File: src/rtl/branch_unit_if.sv
// Branch request/resolution bus between the issue stage (master) and the branch unit (slave).
interface branch_unit_if;
    logic        br_req_i;
    logic [3:0]  br_cond_i;
    logic [15:0] br_target_i;
    logic [15:0] pc_i;
    logic        br_ready_o;
    logic        br_done_o;
    logic        br_taken_o;
    logic [15:0] pc_next_o;

    modport master (
        output br_req_i, br_cond_i, br_target_i, pc_i,
        input  br_ready_o, br_done_o, br_taken_o, pc_next_o
    );

    modport slave (
        input  br_req_i, br_cond_i, br_target_i, pc_i,
        output br_ready_o, br_done_o, br_taken_o, pc_next_o
    );
endinterface

File: src/rtl/branch_unit.sv
// Resolves one conditional branch at a time from the ALU flags, producing the next fetch
// address and a pipeline flush pulse of FLUSH_CYCLES cycles for taken branches.
module branch_unit #(
    parameter int unsigned FLUSH_CYCLES = 1
) (
    input  logic         clk_i,
    input  logic         rst_i,
    branch_unit_if.slave br,
    input  logic         flags_pend_i,
    input  logic         zf_i,
    input  logic         sf_i,
    input  logic         cf_i,
    input  logic         of_i,
    output logic         flush_o
);

    typedef enum logic [1:0] {StIdle, StWaitFlags, StResolve, StFlush} state_e;

    localparam logic [3:0] FlushLoad = 4'(FLUSH_CYCLES - 1);

    state_e      state_q, state_d;
    logic [3:0]  cond_q, cond_d;
    logic [15:0] target_q, target_d;
    logic [15:0] pc_q, pc_d;
    logic [3:0]  cnt_q, cnt_d;
    logic        done_q, done_d;
    logic        taken_q, taken_d;
    logic [15:0] pc_next_q, pc_next_d;
    logic        cond_true;

    always_comb begin
        cond_true = 1'b0;
        unique case (cond_q)
            4'd0:    cond_true = 1'b1;
            4'd1:    cond_true = zf_i;
            4'd2:    cond_true = !zf_i;
            4'd3:    cond_true = sf_i != of_i;
            4'd4:    cond_true = sf_i == of_i;
            4'd5:    cond_true = zf_i || (sf_i != of_i);
            4'd6:    cond_true = !zf_i && (sf_i == of_i);
            4'd7:    cond_true = cf_i;
            4'd8:    cond_true = !cf_i;
            4'd9:    cond_true = cf_i || zf_i;
            4'd10:   cond_true = !cf_i && !zf_i;
            default: cond_true = 1'b0; // 11 is "never"; 12..15 reserved, resolve as not taken
        endcase
    end

    always_comb begin
        state_d   = state_q;
        cond_d    = cond_q;
        target_d  = target_q;
        pc_d      = pc_q;
        cnt_d     = cnt_q;
        done_d    = 1'b0;
        taken_d   = taken_q;
        pc_next_d = pc_next_q;

        unique case (state_q)
            StIdle: begin
                if (br.br_req_i) begin
                    cond_d   = br.br_cond_i;
                    target_d = br.br_target_i;
                    pc_d     = br.pc_i;
                    state_d  = flags_pend_i ? StWaitFlags : StResolve;
                end
            end
            StWaitFlags: state_d = StResolve;
            StResolve: begin
                done_d    = 1'b1;
                taken_d   = cond_true;
                pc_next_d = cond_true ? target_q : pc_q + 16'd1;
                if (cond_true) begin
                    state_d = StFlush;
                    cnt_d   = FlushLoad;
                end else begin
                    state_d = StIdle;
                end
            end
            StFlush: begin
                if (cnt_q == 4'd0) begin
                    state_d = StIdle;
                end else begin
                    cnt_d = cnt_q - 4'd1;
                end
            end
            default: state_d = StIdle;
        endcase
    end

    always_ff @(posedge clk_i) begin
        if (!rst_i) begin
            state_q   <= StIdle;
            cond_q    <= 4'd0;
            target_q  <= 16'd0;
            pc_q      <= 16'd0;
            cnt_q     <= 4'd0;
            done_q    <= 1'b0;
            taken_q   <= 1'b0;
            pc_next_q <= 16'd0;
        end else begin
            state_q   <= state_d;
            cond_q    <= cond_d;
            target_q  <= target_d;
            pc_q      <= pc_d;
            cnt_q     <= cnt_d;
            done_q    <= done_d;
            taken_q   <= taken_d;
            pc_next_q <= pc_next_d;
        end
    end

    assign br.br_ready_o = (state_q == StIdle);
    assign br.br_done_o  = done_q;
    assign br.br_taken_o = taken_q;
    assign br.pc_next_o  = pc_next_q;
    assign flush_o       = (state_q == StFlush);

endmodule

File: src/flat_wrapper.sv
// flat-port wrapper written by rule: the top's interface ports become plain ports
module branch_unit_flat 
#(
    parameter int unsigned FLUSH_CYCLES = 1
)
  (clk_i, rst_i, flags_pend_i, zf_i, sf_i, cf_i, of_i, flush_o, br_br_req_i, br_br_cond_i, br_br_target_i, br_pc_i, br_br_ready_o, br_br_done_o, br_br_taken_o, br_pc_next_o);
  branch_unit_if br_i ();
  input  logic clk_i;
  input  logic rst_i;
  input  logic flags_pend_i;
  input  logic zf_i;
  input  logic sf_i;
  input  logic cf_i;
  input  logic of_i;
  output logic flush_o;
  input wire logic [$bits(br_i.br_req_i)-1:0] br_br_req_i;
  input wire logic [$bits(br_i.br_cond_i)-1:0] br_br_cond_i;
  input wire logic [$bits(br_i.br_target_i)-1:0] br_br_target_i;
  input wire logic [$bits(br_i.pc_i)-1:0] br_pc_i;
  output wire logic [$bits(br_i.br_ready_o)-1:0] br_br_ready_o;
  output wire logic [$bits(br_i.br_done_o)-1:0] br_br_done_o;
  output wire logic [$bits(br_i.br_taken_o)-1:0] br_br_taken_o;
  output wire logic [$bits(br_i.pc_next_o)-1:0] br_pc_next_o;
  assign br_i.br_req_i = br_br_req_i;
  assign br_i.br_cond_i = br_br_cond_i;
  assign br_i.br_target_i = br_br_target_i;
  assign br_i.pc_i = br_pc_i;
  assign br_br_ready_o = br_i.br_ready_o;
  assign br_br_done_o = br_i.br_done_o;
  assign br_br_taken_o = br_i.br_taken_o;
  assign br_pc_next_o = br_i.pc_next_o;
  branch_unit #(.FLUSH_CYCLES(FLUSH_CYCLES)) u_core (.clk_i(clk_i), .rst_i(rst_i), .br(br_i), .flags_pend_i(flags_pend_i), .zf_i(zf_i), .sf_i(sf_i), .cf_i(cf_i), .of_i(of_i), .flush_o(flush_o));
endmodule
File: config.mk
export PLATFORM = sky130hd
export DESIGN_NAME = branch_unit_flat
export DESIGN_NICKNAME = d
export VERILOG_FILES = /design/src/rtl/branch_unit_if.sv /design/src/rtl/branch_unit.sv /design/src/flat_wrapper.sv
export SDC_FILE = /design/constraint.sdc
export NUM_CORES = 1
export LEC_CHECK = 0
export BUFFER_PORTS_ARGS = -buffer_cell sky130_fd_sc_hd__buf_2
export CAP_MARGIN = 20
export CORE_MARGIN = 2
export CORE_UTILIZATION = 40
export DETAILED_ROUTE_END_ITERATION = 10
export SYNTH_ARGS = -nofsm -noshare
export SYNTH_HDL_FRONTEND = slang
export SYNTH_SLANG_ARGS = --single-unit
File: constraint.sdc
create_clock -name clk_i -period 2.2 [get_ports clk_i]
set_input_delay 0.22 -clock clk_i [delete_from_list [all_inputs] [get_ports clk_i]]
set_output_delay 0.22 -clock clk_i [all_outputs]
set_load 0.005 [all_outputs]
==> results.txt <==
- Grt total ovfl: 0
- After detailed routing, the number of remaining DRC violations is 0.
- The H-tree was split into 3 levels.
- Number of cells upsized or downsized after cts: 0
- For this run, asynchronously set or reset flops after synthesis account for 0.
* First-pass GRT wire length: 10.9 mm
* Pin count of the biggest net entering global routing: 37
* Worst hold slack: 0.129 ns
- Count of antenna-violating nets left after detailed routing: 0
- F_max: 594 MHz
- Synthesis produced a netlist with a net count of between 300 and 400.
* First-pass iteration count of the detailed router: 4
- The setup path with the least slack is of type flop to flop.
- Worst skew pair latency: around 0.33 ns
- After the flow finishes, the layout carries non-filler instances totaling 474.
- Master of the slowest instance on the critical path: sky130_fd_sc_hd__dfxtp_1
- After detailed routing, the wire length on met1 is 3.12 mm.
- The repair_antennas step left the layout with diodes totalling 0.
* Highest Signal Layer: met4
- Floorplan row count: 30
- Total routing resource utilization after global routing: 0.183
* Buffering stage count on the worst path with inverters included: 0
* CTS Sinks: 60
- Worst path top cell family by delay: simple AND/OR/NAND/NOR gates
- The routed design could run at a clock period as short as 1.68 ns.
- Detailed placement finished with a half-perimeter wire length of roughly 4.5 mm.
* Weighted congestion reported at the end of routability-driven placement: 0.809
- STA puts the critical path data required time at 2.42 ns.
* Cells after synthesis: 329
* Area of the mapped netlist: 2750 um^2
* Count of final hold-check violations: 0
* Area of combinational cells with multiple inputs: 1420 um^2
- Slew @ Worst Pin: 0.529 ns
* Part of the cycle the worst path needs: 0.765
* Detailed-route wire length per cell: 13.3 um
- Of all cell types, the one taking the most synthesized area is sky130_fd_sc_hd__dfxtp_1.
- STA classifies the critical path endpoint as a flop.
- Area added between synthesis and finish: 21.6%
- The die is 86.9 um wide.
- Summing all flip-flop and latch instances after layout gives 1200 um^2.
- Using the TritonRoute via totals, the vias-per-cell ratio works out to around 5.
* Power per cell area: 809 nW/um^2
- Crit path arrival time: 1.91 ns
- Height of the chip: 86.9 um
- STA classifies the critical path startpoint as a flop.
- Leak Pwr: roughly 1.4 nW
* Cell at the root of the clock tree: sky130_fd_sc_hd__clkbuf_8
- Area share of the largest cell type after synthesis: 0.437
* Total number of nets in the final design: 436
- The via count of the first global-routing pass came to 2268.
* Worst-path cell chain: ha_1 > nand3_1 > nor3_2 > nand4_1 > xor2_1 > o311ai_0
- Initial Utilization: 0.409
- Finished layout cell area: approximately 3300 um^2
- Final setup margin: 0.517 ns
* Post-Syn Area per Cell: roughly 8.4 um^2
- Power after layout: around 2.7 mW
- Clock input transition at the sequential cells of the worst setup and hold paths: 0.07 ns
- In this run the worst path has a maximum fanout of 6.
* Worst setup path start: u_core.pc_q[0]$_SDFFE_PN0P_
- Most used DFF post-synth: sky130_fd_sc_hd__dfxtp_1
- Final setup TNS: 0 ns
- The number of placed instances, taps included, is roughly 460.
- For this block, the via count after detailed routing is between 2k and 2.5k.
- The initial antenna violation count is 0.
* Post-CTS Hold Fix Bufs: 0
- Number of pins exceeding their max-slew limit in the final report: 0
* Share of final-layout standard cells stronger than drive strength 1: 0.228
- Maximum number of buffers from clock root to sink: 2
- Wires add up to 6.30 mm.
- The region available for standard cell placement spans 6720 um^2.
- Slew margin rel.: 0.646
- Wire segments on met2 add up to 2.80 mm in the final route.
* Reg2Reg Launch Point: u_core.pc_q[0]$_SDFFE_PN0P_
* Worst IR drop on VDD: between 0.4 and 0.5 mV
- Slowest Stage Delay on Critical Path: 0.40 ns
- By area the synthesized netlist is led by sky130_fd_sc_hd__dfxtp_1 (44%), sky130_fd_sc_hd__nand2_1 (13%), sky130_fd_sc_hd__a21boi_0 (10%).
- Full die area: 7550 um^2
* Number of distinct library cells after synthesis: 39
- The synthesized design contains 0 enable-type register cells.
- OpenSTA, run right after detailed placement, puts the worst setup slack at 0.493 ns.
- Number of warnings reported in the yosys synthesis log: 0
- Hold Path Origin: br_br_target_i[7]
- The routed design uses 305 um of met3 wire.
* Number of max-cap violations: 0
- Most frequent cell after synthesis: sky130_fd_sc_hd__nand2_1
* Setup clock skew after layout: ~0.0072 ns
- TritonCTS Buffers: 9
- RSZ-0062 raised after global routing: false
- Once the clock tree was built, the setup fixing pass inserted 0 buffers.
- During placement, the flow inserted port buffers numbering 63.
- Sequential share of the synthesized area: 0.437
- For this block, the initial DRC count from the detailed router was 98.
* Area after detailed placement: around 3100 um^2
* Post-Route Utilization: 0.498
- CTS tree: built
- Most frequent cells after synthesis: sky130_fd_sc_hd__nand2_1 (92), sky130_fd_sc_hd__dfxtp_1 (60), sky130_fd_sc_hd__a21boi_0 (37), sky130_fd_sc_hd__clkbuf_1 (16)
* Synthesis-stage register bit count: 60
* Worst min-delay path category: input port to flop
- Final count of negative-setup-slack endpoints: 0
- After filler insertion, the fill cell instance count of the layout stands at between 600 and 700.
- Total I/O pin count: 64
* Result of the run: completed
[worst register-to-register path: stages, from the launching register on]
cell                       delay, ns
sky130_fd_sc_hd__dfxtp_1        0.40
sky130_fd_sc_hd__ha_1           0.21
sky130_fd_sc_hd__nand3_1        0.19
sky130_fd_sc_hd__nor3_2         0.23
sky130_fd_sc_hd__nand4_1        0.14
sky130_fd_sc_hd__xor2_1         0.16
sky130_fd_sc_hd__o311ai_0       0.25
[power by group]
group / internal [mW] / switching (mW) / total, mW
Clock: 0.663 / 0.427 / 1.09
Combinational: 0.163 / 0.220 / 0.384
Sequential: 1.16 / 0.0691 / 1.23
[state kept, by name, indices dropped and copies added (netlist names)]
register,cells
u_core.target_q,16
u_core.br.br_done_o,1
u_core.br.br_taken_o,1
u_core.pc_q,16
u_core.cnt_q,4
u_core.state_q,2
u_core.cond_q,4
u_core.br.pc_next_o,16
[layer usage]
| metal | global-route usage | up-vias |
|---|---|---|
| li1 | - | 1240 |
| met1 | 0.252 | 1070 |
| met2 | 0.276 | 53 |
| met3 | 0.0445 | 7 |
| met4 | 0.0710 | 0 |
| met5 | 0 | - |
[cell type report]
type                    instances  area share
clock inverters                 5      0.0225
clock buffers                  11      0.0423
repair buffers                 71       0.112
multi-input cells             238       0.424
flip-flops and latches         60       0.359
inverters                       9      0.0101
well taps                      80      0.0299
[layout by cell type (no fill, tap or decap), types with 2 or more instances in the layout]
master / n
sky130_fd_sc_hd__a21boi_0: 37
sky130_fd_sc_hd__a21oi_1: 4
sky130_fd_sc_hd__and4_1: 2
sky130_fd_sc_hd__buf_2: 63
sky130_fd_sc_hd__buf_4: 8
sky130_fd_sc_hd__bufinv_16: 2
sky130_fd_sc_hd__clkbuf_8: 10
sky130_fd_sc_hd__clkinv_2: 3
sky130_fd_sc_hd__dfxtp_1: 60
sky130_fd_sc_hd__ha_1: 3
sky130_fd_sc_hd__inv_1: 9
sky130_fd_sc_hd__mux2i_1: 9
sky130_fd_sc_hd__nand2_1: 92
sky130_fd_sc_hd__nand2b_1: 2
sky130_fd_sc_hd__nand3_1: 11
sky130_fd_sc_hd__nand3b_1: 2
sky130_fd_sc_hd__nand4_1: 12
sky130_fd_sc_hd__nor2_1: 8
sky130_fd_sc_hd__nor2b_1: 2
sky130_fd_sc_hd__nor3_2: 2
sky130_fd_sc_hd__o21ai_0: 12
sky130_fd_sc_hd__o311ai_0: 6
sky130_fd_sc_hd__xnor2_1: 10
sky130_fd_sc_hd__xor2_1: 8
[cell families after synthesis]
| kind of cell | count (synthesis) | share of synthesized area |
|---|---|---|
| flip-flops | 60 | 0.437 |
| XOR/XNOR | 18 | 0.0574 |
| buffers and inverters | 31 | 0.0501 |
| AND/OR/NAND/NOR | 139 | 0.228 |
| AO/OA/AOI/OAI | 69 | 0.181 |
| adder cells (fa/ha/maj) | 3 | 0.0137 |
| multiplexers | 9 | 0.0328 |
[path summary, 6_finish.rpt]
| check | cells past startpoint | endpoint | slack [ns] |
|---|---|---|---|
| worst min-delay path | 3 | u_core.target_q[7]$_SDFFE_PN0P_ | 0.13 |
| worst max register to register | 6 | u_core.br.pc_next_o[12]$_SDFFE_PN0P_ | 0.52 |
| worst min register to register | 2 | u_core.br.pc_next_o[4]$_SDFFE_PN0P_ | 0.45 |
| worst max-delay path | 6 | u_core.br.pc_next_o[12]$_SDFFE_PN0P_ | 0.52 |
No activity file was read; power rests on OpenSTA's default activity.
